<file path="src/rtl/multicycle_controller.sv">
// Purpose : Moore control FSM for the 8-bit multicycle datapath (fetch / decode / execute / writeback).
// Latency : selects and enables decode the current state in the same cycle; next state is registered.
// Backpress: FETCHk, LBRD and SBWR hold while mem_ready=0; fetch enables are gated by mem_ready.
//
// Ports:
//   clk, reset              clock and synchronous active-high reset
//   op, zero, mem_ready     opcode, ALU zero flag, memory completion handshake
//   memread, memwrite       memory strobes
//   iord, alusrca, alusrcb  address / ALU operand mux selects
//   aluop, pcsrc            ALU op class, PC source select
//   pcen, regwrite          PC and register-file write enables
//   regdst, memtoreg        write-register / write-data mux selects
//   irwrite                 one-hot instruction-register byte enable
//   state_o                 current state encoding (debug)
module multicycle_controller #(
    parameter int FETCH_BEATS = 4
) (
    input  logic                   clk,
    input  logic                   reset,
    input  logic [5:0]             op,
    input  logic                   zero,
    input  logic                   mem_ready,
    output logic                   memread,
    output logic                   memwrite,
    output logic                   iord,
    output logic                   alusrca,
    output logic [1:0]             alusrcb,
    output logic [1:0]             aluop,
    output logic [1:0]             pcsrc,
    output logic                   pcen,
    output logic                   regwrite,
    output logic                   regdst,
    output logic                   memtoreg,
    output logic [FETCH_BEATS-1:0] irwrite,
    output logic [3:0]             state_o
);

    typedef enum logic [3:0] {
        S_FETCH1  = 4'd0,
        S_FETCH2  = 4'd1,
        S_FETCH3  = 4'd2,
        S_FETCH4  = 4'd3,
        S_DECODE  = 4'd4,
        S_MEMADR  = 4'd5,
        S_LBRD    = 4'd6,
        S_LBWR    = 4'd7,
        S_SBWR    = 4'd8,
        S_RTYPEEX = 4'd9,
        S_RTYPEWR = 4'd10,
        S_BEQEX   = 4'd11,
        S_JEX     = 4'd12,
        S_ADDIEX  = 4'd13,
        S_ADDIWR  = 4'd14
    } state_t;

    localparam logic [5:0] OP_RTYPE = 6'b000000;
    localparam logic [5:0] OP_LB    = 6'b100000;
    localparam logic [5:0] OP_SB    = 6'b101000;
    localparam logic [5:0] OP_BEQ   = 6'b000100;
    localparam logic [5:0] OP_J     = 6'b000010;
    localparam logic [5:0] OP_ADDI  = 6'b001000;

    state_t     state_q, state_d;
    logic [2:0] beat;
    logic       in_fetch;

    // FETCHk states occupy encodings 0..3; beats beyond FETCH_BEATS are
    // unreachable and treated like any other unused encoding.
    assign beat     = {1'b0, state_q[1:0]};
    assign in_fetch = (state_q[3:2] == 2'b00) && (beat < 3'(FETCH_BEATS));

    always_comb begin
        state_d = S_FETCH1;
        if (in_fetch) begin
            if (!mem_ready)
                state_d = state_q;
            else if (beat == 3'(FETCH_BEATS - 1))
                state_d = S_DECODE;
            else
                state_d = state_t'(state_q + 4'd1);
        end else begin
            case (state_q)
                S_DECODE: begin
                    case (op)
                        OP_LB, OP_SB: state_d = S_MEMADR;
                        OP_RTYPE:     state_d = S_RTYPEEX;
                        OP_BEQ:       state_d = S_BEQEX;
                        OP_J:         state_d = S_JEX;
                        OP_ADDI:      state_d = S_ADDIEX;
                        default:      state_d = S_FETCH1;
                    endcase
                end
                S_MEMADR:  state_d = (op == OP_LB) ? S_LBRD : S_SBWR;
                S_LBRD:    state_d = mem_ready ? S_LBWR : S_LBRD;
                S_SBWR:    state_d = mem_ready ? S_FETCH1 : S_SBWR;
                S_RTYPEEX: state_d = S_RTYPEWR;
                S_ADDIEX:  state_d = S_ADDIWR;
                default:   state_d = S_FETCH1;
            endcase
        end
    end

    always_ff @(posedge clk) begin
        if (reset)
            state_q <= S_FETCH1;
        else
            state_q <= state_d;
    end

    // Outputs decode only the registered state (plus the zero / mem_ready
    // qualifiers); reset forces every enable and select low in its cycle.
    always_comb begin
        memread  = 1'b0;
        memwrite = 1'b0;
        iord     = 1'b0;
        alusrca  = 1'b0;
        alusrcb  = 2'b00;
        aluop    = 2'b00;
        pcsrc    = 2'b00;
        pcen     = 1'b0;
        regwrite = 1'b0;
        regdst   = 1'b0;
        memtoreg = 1'b0;
        irwrite  = '0;
        if (!reset) begin
            if (in_fetch) begin
                memread = 1'b1;
                alusrcb = 2'b01;
                pcen    = mem_ready;
                irwrite = mem_ready ? (FETCH_BEATS'(1) << beat) : '0;
            end else begin
                case (state_q)
                    S_DECODE:  alusrcb = 2'b11;
                    S_MEMADR: begin
                        alusrca = 1'b1;
                        alusrcb = 2'b10;
                    end
                    S_LBRD: begin
                        memread = 1'b1;
                        iord    = 1'b1;
                    end
                    S_LBWR: begin
                        regwrite = 1'b1;
                        memtoreg = 1'b1;
                    end
                    S_SBWR: begin
                        memwrite = 1'b1;
                        iord     = 1'b1;
                    end
                    S_RTYPEEX: begin
                        alusrca = 1'b1;
                        aluop   = 2'b10;
                    end
                    S_RTYPEWR: begin
                        regwrite = 1'b1;
                        regdst   = 1'b1;
                    end
                    S_BEQEX: begin
                        alusrca = 1'b1;
                        aluop   = 2'b01;
                        pcsrc   = 2'b01;
                        pcen    = zero;
                    end
                    S_JEX: begin
                        pcsrc = 2'b10;
                        pcen  = 1'b1;
                    end
                    S_ADDIEX: begin
                        alusrca = 1'b1;
                        alusrcb = 2'b10;
                    end
                    S_ADDIWR:  regwrite = 1'b1;
                    default:   ;
                endcase
            end
        end
    end

    assign state_o = state_q;

endmodule

</file>
<file path="config.mk">
export PLATFORM = sky130hd
export DESIGN_NAME = multicycle_controller
export DESIGN_NICKNAME = d
export VERILOG_FILES = /design/src/rtl/multicycle_controller.sv
export SDC_FILE = /design/constraint.sdc
export NUM_CORES = 1
export LEC_CHECK = 0
export CAP_MARGIN = 20
export CORE_MARGIN = 2
export CORE_UTILIZATION = 38
export DETAILED_ROUTE_END_ITERATION = 10
export HOLD_SLACK_MARGIN = 0.08
export PLACE_DENSITY = 0.82
export SYNTH_ARGS = -nofsm -noshare
export SYNTH_HDL_FRONTEND = slang
export SYNTH_SLANG_ARGS = --single-unit
</file>
<file path="constraint.sdc">
create_clock -name clk -period 2.2 [get_ports clk]
set_input_delay 0.22 -clock clk [delete_from_list [all_inputs] [get_ports clk]]
set_output_delay 0.22 -clock clk [all_outputs]
set_load 0.01 [all_outputs]
</file>
# [Word-level counts from Yosys, hierarchy flattened]
# Index checks and enable logic that the tools add are counted.
[word_totals] memories=0 ff_bits=4 in_bits=10 latchBits=0 mem_bits_rw=0 rom_bits=0
[op_classes] div_mod_pow=0 n_mux=44 n_addsub=1 order_cmp=1 n_reduce_logical=8 eq_ne=18 n_mul=0 n_shift=1 n_bitwise=0
[ops] operator="$mux W4" count=8
[ops] operator="$eq A4 B4 Y1 const B" count=7
[ops] operator="$mux W1" count=24
[ops] operator="$pmux W4 S6" count=1
[ops] operator="$pmux W4 S5" count=1
[ops] operator="$eq A4 B3 Y1 const B" count=4
[ops] operator="$eq A6 B6 Y1 const B" count=2
[ops] operator="$mux W2" count=6
[ops] operator="$pmux W2 S2" count=3
[ops] operator="$eq A6 B2 Y1 const B" count=1
[ops] operator="$eq A6 B3 Y1 const B" count=1
[ops] operator="$eq A6 B4 Y1 const B" count=1
[ops] operator="$logic_not A6 Y1" count=1
[ops] operator="$reduce_or A2 Y1" count=3
[ops] operator="$add A4 B1 Y4 const B" count=1
[ops] operator="$reduce_or A4 Y1" count=1
[ops] operator="$shl A1 B2 Y4 const A" count=1
[ops] operator="$lt A2 B3 Y1 const B" count=1
[ops] operator="$reduce_or A3 Y1" count=1
[ops] operator="$eq A2 B2 Y1 const B" count=1
[ops] operator="$logic_not A2 Y1" count=1
[ops] operator="$ne A2 B2 Y1 const B" count=1
[ops] operator="$pmux W1 S2" count=1
[ops] operator="$logic_and A1 B1 Y1" count=1

# [Longest topological paths before layout]
# Gate-level depths: netlist of run 1.
[logic_depth] depth_word=5 mapped_depth=7

# [Worst setup path after synthesis of run 1]
# OpenSTA, ideal clock, no wires.
[synth_path] path_type="reg-to-reg" from="register state_q[0], in the netlist state_o[0]" to="register state_q[3], in the netlist state_o[3]" setup_ns=0.103 arrival_time_ns=1.569 slack_ns=0.528 stages_incl_launch_ff=8 path_buffers=1 cell_sequence="dfxtp_1 inv_1 ha_1 buf_2 nor4b_4 o211ai_1 o221a_1 a2111oi_2"
[synth_via] elab_chain_len=4 elab_cells_between_ends=15
[synth_rtl] element="start, declared" line="63" rtl="state_t state_q, state_d;"
[synth_rtl] element="start signal, assigned" line="107" rtl="state_q <= state_d;"
[synth_rtl] element="$add A4 B1 Y4 or $eq A2 B2 Y1 (tied branches)" line="80, 77"
[synth_rtl] element="$mux W4" line="77" rtl="else if (beat == 3'(FETCH_BEATS - 1))"
[synth_rtl] element="$mux W4" line="75" rtl="if (!mem_ready)"
[synth_rtl] element="$mux W4" line="74" rtl="if (in_fetch) begin"
# Several ways; a longest one is shown, not always the timed one. The select of a mux whose other input is x is not followed.
# A chain may end at the register's enable or synchronous reset.

# [Worst setup path after layout of run 1]
[layout_path] from="register state_q[0], in the netlist state_o[0]" to="output port iord"
[layout_via] elab_chain_len=5 elab_cells_between_ends=8
[layout_rtl] element="$eq A4 B4 Y1 or $eq A4 B3 Y1 (tied branches)" line="132" rtl="case (state_q)"
[layout_rtl] element="$reduce_or A2 Y1 (no line)"
[layout_rtl] element="$mux W1" line="132"
[layout_rtl] element="$mux W1 (*)" line="126" rtl="if (in_fetch) begin"
[layout_rtl] element="$mux W1 (*)" line="125" rtl="if (!reset) begin"
[layout_rtl] element="end, declared" line="25" rtl="output logic iord,"
# Every way passes the cells marked *; elsewhere a longest branch is shown, timed or not.

==> flow_summary.json, run 1 <==
{
  "status": "finished, final reports clean",
  "rsz0062_at_grt": "false",
  "synth_area_leader_cell": "dfxtp_1",
  "holdCritPathClass": "reg2reg",
  "first_iter_violations": 9,
  "clock.fmax_ghz": 0.4803,
  "cp_cell_sequence": "inv_1, ha_2, nor2b_2, nand2_1, a21oi_1, clkdlybuf4s50_1",
  "final.min_clock_period_ns": 2.082,
  "postSynthNetCount": 104,
  "synth_instances": 90,
  "detail_route.drc_violations": 0,
  "setup-tns-final_ns": 0,
  "setup_viol_count_final": 0,
  "cts_inserted_buffers": 3,
  "vdd_drop_max_mv": 0.2490,
  "synth.yosys.warnings": 0,
  "clk_latency_ns": 0.25,
  "final_count_of_pins_violating_max_slew": 0,
  "htree_levels": 1,
  "vias": 792,
  "post-cts-setup-buffer-count": 0,
  "synth_sequential_area_ratio": 0.1301,
  "worst_setup_path_start_kind": "flip-flop",
  "number_of_global_route_vias_before_repair": 656,
  "leakage_power_summed_over_all_cells_nw": 0.3758,
  "num_antenna_cells": 0,
  "dpl_worst_slack_ns": 0.1532,
  "synth.top_cells.by_area": "dfxtp_1 (13%), nor2_1 (9.1%), ha_1 (8.1%), a21oi_1 (5.7%), nand2_1 (5.5%)",
  "clockBufferDepth": 2,
  "path_delay_family": "buffers and inverters",
  "worst-endpoint-required_ns": 1.98,
  "rows": 14,
  "dieArea_um2": 1958,
  "cts.sinks": 4,
  "power.density_nw_per_um2": 299.3,
  "final.setup_skew_ns": 0.0002640,
  "largest_register_ffs": 4,
  "leading_register_cell_type_out_of_synthesis": "dfxtp_1",
  "io-pin-count": 32,
  "tightestPinTransition_ns": 0.3474,
  "synth.lib_cells_used.distinct": 36,
  "layout_setup_ws_ns": 0.1179,
  "synth_top_cell_area_share": 0.1301,
  "synthesis.area_um2": 615.6,
  "first_pass_iters": 4,
  "core_area_um2": 1506,
  "cts.clk_slew.worst_paths_ns": 0.03,
  "drt_antenna_net_count": 0,
  "wire_length_of_the_first_global_routing_pass_um": 2877,
  "grt_antenna_before_repair": 0,
  "synth.avg_cell_area_um2": 6.840,
  "path_buf_inv": 2,
  "synth-async-reset-ratio": 0,
  "floorplan.die.width_um": 44.25,
  "area.growth.synth_to_final_pct": 63.01,
  "timing.critical_path.slowest_cell_delay_ns": 0.55,
  "fin_worst_hold_slack_ns": 0.5995,
  "timing_hold_violations_final": 0,
  "die_y_um": 44.25,
  "layout.core_utilization": 0.6661,
  "dpl-instance-area_um2": 959.7,
  "globalRouteTotalUtil": 0.2017,
  "timing_worst_setup_path_type": "reg2out",
  "setup.worst_path.end_class": "output port",
  "slew-limit-headroom": 0.7654,
  "gp_routability_congestion": 0.8620,
  "post_drt_wl_per_cell_um": 14.00,
  "post-route-period-util": 0.9464,
  "grt_start_max_net_pins": 13,
  "synth_enable_flop_cells": 0,
  "tritoncts": "done",
  "arrival_ns": 1.86,
  "numPortBuffers": 31,
  "num-fill-cells": 130,
  "critical_path_peak_fanout": 6,
  "stdcell_area_um2": 1003,
  "cap_violations": 0,
  "drt_wl_total_um": 1960,
  "viasPerCell": 5.657,
  "start_util": 0.4086,
  "cts_root_buf": "clkbuf_4",
  "finalNetCount": 140,
  "globalRouteOverflowTotal": 0,
  "drive_above_1_share": 0.1613,
  "critical_path.slowest_cell": "clkdlybuf4s50_1",
  "synth.ff_latch_count": 4,
  "dp.final_hpwl_um": 1473
}
-- cell families (layout without fill, tap and decap cells) --
group | Yosys count | count (layout) | share of synthesized area
flops | 4 | 4 | 0.1301
xor+xnor | 1 | 1 | 0.01423
compound gates | 26 | 26 | 0.3191
buf+inv | 13 | 47 | 0.09958
fa+ha+maj | 4 | 4 | 0.08130
simple gates | 42 | 42 | 0.3557
-- per-layer routing --
layer,vias to the layer above,track usage,part of all wire
met5,-,0,0
met4,0,0.07273,0.024
met3,7,0.07755,0.086
met1,347,0.2444,0.43
met2,43,0.3235,0.45
li1,395,-,-
-- report_power, final --
part / internal, mW / switching (mW)
Combinational: 0.0638 / 0.0594
Clock: 0.0612 / 0.0342
Sequential: 0.0767 / 0.00493
Total: 0.202 / 0.0985
-- cell type report --
class                           count  area, um^2  share of cell area
Sequential cell                     4       81.33             0.08105
Inverter                            6       22.52             0.02244
Tap cell                           16       20.02             0.01995
Timing Repair Buffer               38       365.4              0.3641
Multi-Input combinational cell     73       491.7              0.4900
Clock buffer                        3       22.52             0.02244
-- timing repair --
action	4_1_cts	5_1_grt
resized for setup	0	8
endpoints found under the setup margin	0	8
hold buffers	0	0
-- Yosys cell counts, types with 4 or more instances --
| library cell | number |
|---|---|
| nor2_1 | 15 |
| dfxtp_1 | 4 |
| ha_1 | 4 |
| a21oi_1 | 7 |
| nor3_1 | 5 |
| o21ai_0 | 4 |
| nand2_1 | 9 |
| clkbuf_1 | 4 |
| inv_1 | 5 |
-- final timing paths --
path | startpoint | to | slack [ns] | depth (start not counted)
max | state_o[0]$_SDFFE_PP0P_ | iord | 0.12 | 6
min | state_o[0]$_SDFFE_PP0P_ | state_o[0]$_SDFFE_PP0P_ | 0.60 | 2
max reg2reg | state_o[1]$_SDFFE_PP0P_ | state_o[3]$_SDFFE_PP0P_ | 0.47 | 6
min reg2reg | state_o[0]$_SDFFE_PP0P_ | state_o[0]$_SDFFE_PP0P_ | 0.60 | 2
-- through the flow --
step	cells	power, mW
finish	140	0.3004
global route	140	0.3181
CTS	140	0.2981
detailed placement	137	0.2018
global placement	137	0.1990
floorplan	90	0.1471
-- worst reg2reg max path: stages, from the launching register on --
cell	delay [ns]
dfxtp_1	0.34
inv_1	0.09
ha_2	0.27
nor4b_4	0.27
o211ai_1	0.14
o221a_1	0.26
a2111oi_2	0.26
-- cell usage in the layout (no fill, tap or decap), types with 3 or more instances in the layout --
cell type / n
nor2_1: 15
clkbuf_4: 3
nor3_1: 4
clkdlybuf4s50_1: 30
a21oi_1: 7
buf_4: 7
ha_2: 4
inv_1: 5
o21ai_0: 4
dfxtp_1: 3
nand2_1: 9
Note: power is estimated with default switching activity, not from simulation.
==> run 2: changes to the inputs <==
Settings changed: SLEW_MARGIN set to 10.
==> results of run 2 <==
The final DEF is identical to that of run 1; final timing and power are the same.
==> run 3: changes to the inputs <==
Settings changed: SETUP_SLACK_MARGIN set to 0.02, SLEW_MARGIN 10 to 40.
==> run 3 against run 2 <==
Clock-buffer cell count unchanged. Clock power about the same. Core utilization decreased by 0.17 points. Total power decreased by 0.16%. Via count increased by 0.13%. Highest routed layer unchanged.
==> flow_summary.json, run 3 (synthesis gave the netlist of run 1 again) <==
{
  "status": "finished, final reports clean",
  "tightestPinTransition_ns": 0.3461,
  "first_iter_violations": 10,
  "htree_levels": 1,
  "path_delay_family": "buffers and inverters",
  "layout_setup_ws_ns": 0.08038,
  "tritoncts": "done",
  "timing.critical_path.slowest_cell_delay_ns": 0.55,
  "final_common_cell": "clkdlybuf4s50_1",
  "num_antenna_cells": 0,
  "timing_worst_setup_path_type": "reg2out",
  "drt_wl_total_um": 1979,
  "final.setup_skew_ns": 0.0003037,
  "holdCritPathClass": "reg2reg",
  "stdcell_area_um2": 1001,
  "number_of_buffers_added_to_fix_hold_violations_after_cts": 0,
  "power.density_nw_per_um2": 299.6,
  "fin_worst_hold_slack_ns": 0.6007,
  "clockBufferDepth": 2,
  "io-pin-count": 32,
  "worst_setup_path_start_kind": "flip-flop",
  "start_util": 0.4086,
  "final.min_clock_period_ns": 2.120,
  "grt_start_max_net_pins": 13,
  "wire_length_of_the_first_global_routing_pass_um": 2877,
  "design_power_total_mw": 0.2999,
  "core_area_um2": 1506,
  "numPortBuffers": 31,
  "drt_antenna_net_count": 0,
  "cts_resized": 0,
  "dpl_worst_slack_ns": 0.1532,
  "cts_inserted_buffers": 3,
  "leakage_power_summed_over_all_cells_nw": 0.3756,
  "timing_hold_violations_final": 0,
  "drive_above_1_share": 0.1532,
  "critical_path.slowest_cell": "clkdlybuf4s50_1",
  "rows": 14,
  "dp_cells": 137,
  "cap_violations": 0,
  "mostFrequentLayoutCells": "clkdlybuf4s50_1 (30), nor2_1 (15), nand2_1 (9)",
  "path_buf_inv": 2,
  "floorplan.die.width_um": 44.25,
  "viasPerCell": 5.664,
  "globalRouteOverflowTotal": 0,
  "dp.final_hpwl_um": 1473,
  "die_y_um": 44.25,
  "largest_register_ffs": 4,
  "rsz0062_at_grt": "true",
  "grt_antenna_before_repair": 0,
  "cts.sinks": 4,
  "vias": 793,
  "gp_routability_congestion": 0.8620,
  "dieArea_um2": 1958,
  "cts.clk_slew.worst_paths_ns": 0.03,
  "post_drt_wl_per_cell_um": 14.14,
  "vdd_drop_max_mv": 0.2489,
  "clk_latency_ns": 0.25,
  "clock.fmax_ghz": 0.4718,
  "instances_no_fill": 140,
  "post-route-period-util": 0.9635,
  "worst-endpoint-required_ns": 1.98,
  "post-cts-setup-buffer-count": 0,
  "dpl-instance-area_um2": 959.7,
  "cp_cell_sequence": "inv_1, ha_2, nor2b_1, nand2_1, a21oi_1, clkdlybuf4s50_1",
  "setup_viol_count_final": 0,
  "slew-limit-headroom": 0.7662,
  "finalNetCount": 140,
  "number_of_global_route_vias_before_repair": 656,
  "first_pass_iters": 5,
  "critical_path_peak_fanout": 6,
  "cts_root_buf": "clkbuf_4",
  "num-fill-cells": 132,
  "detail_route.drc_violations": 0,
  "setup-tns-final_ns": 0,
  "final_count_of_pins_violating_max_slew": 0,
  "arrival_ns": 1.90,
  "globalRouteTotalUtil": 0.2017,
  "layout.core_utilization": 0.6645,
  "area.growth.synth_to_final_pct": 62.60,
  "setup.worst_path.end_class": "output port"
}
## run 3: cell counts in the layout (fill, tap and decap cells not counted)
No cell type changed its count.
## run 3: path summary, 6_finish.rpt
check	start	end	slack [ns]	cells after the start
worst max register to register	state_o[1]$_SDFFE_PP0P_	state_o[3]$_SDFFE_PP0P_	0.46	6
worst min-delay path	state_o[0]$_SDFFE_PP0P_	state_o[0]$_SDFFE_PP0P_	0.60	2
worst max-delay path	state_o[0]$_SDFFE_PP0P_	iord	0.08	6
worst min register to register	state_o[0]$_SDFFE_PP0P_	state_o[0]$_SDFFE_PP0P_	0.60	2
## run 3: area by class of cell
| cell class | count | area, um^2 | share of cell area |
|---|---|---|---|
| Inverter | 6 | 22.52 | 0.02250 |
| Sequential cell | 4 | 81.33 | 0.08125 |
| Timing Repair Buffer | 38 | 365.4 | 0.3650 |
| Tap cell | 16 | 20.02 | 0.02000 |
| Multi-Input combinational cell | 73 | 489.2 | 0.4887 |
| Clock buffer | 3 | 22.52 | 0.02250 |
## run 3: worst min-delay path, delay by kind of cell (launching register included)
family        cells  cell delay [ns]
simple gates      2             0.18
flops             1             0.37
## run 3: report_power, final
part	switching (mW)	total [mW]	internal (mW)
Combinational	0.0594	0.123	0.0636
Sequential	0.00497	0.0817	0.0767
Clock	0.0340	0.0952	0.0612
## run 3: per-layer routing
metal,vias up,wire (um),global-route usage
met4,0,44,0.07273
li1,394,-,-
met3,9,166,0.07755
met1,352,870,0.2444
met5,-,0,0
met2,38,898,0.3235
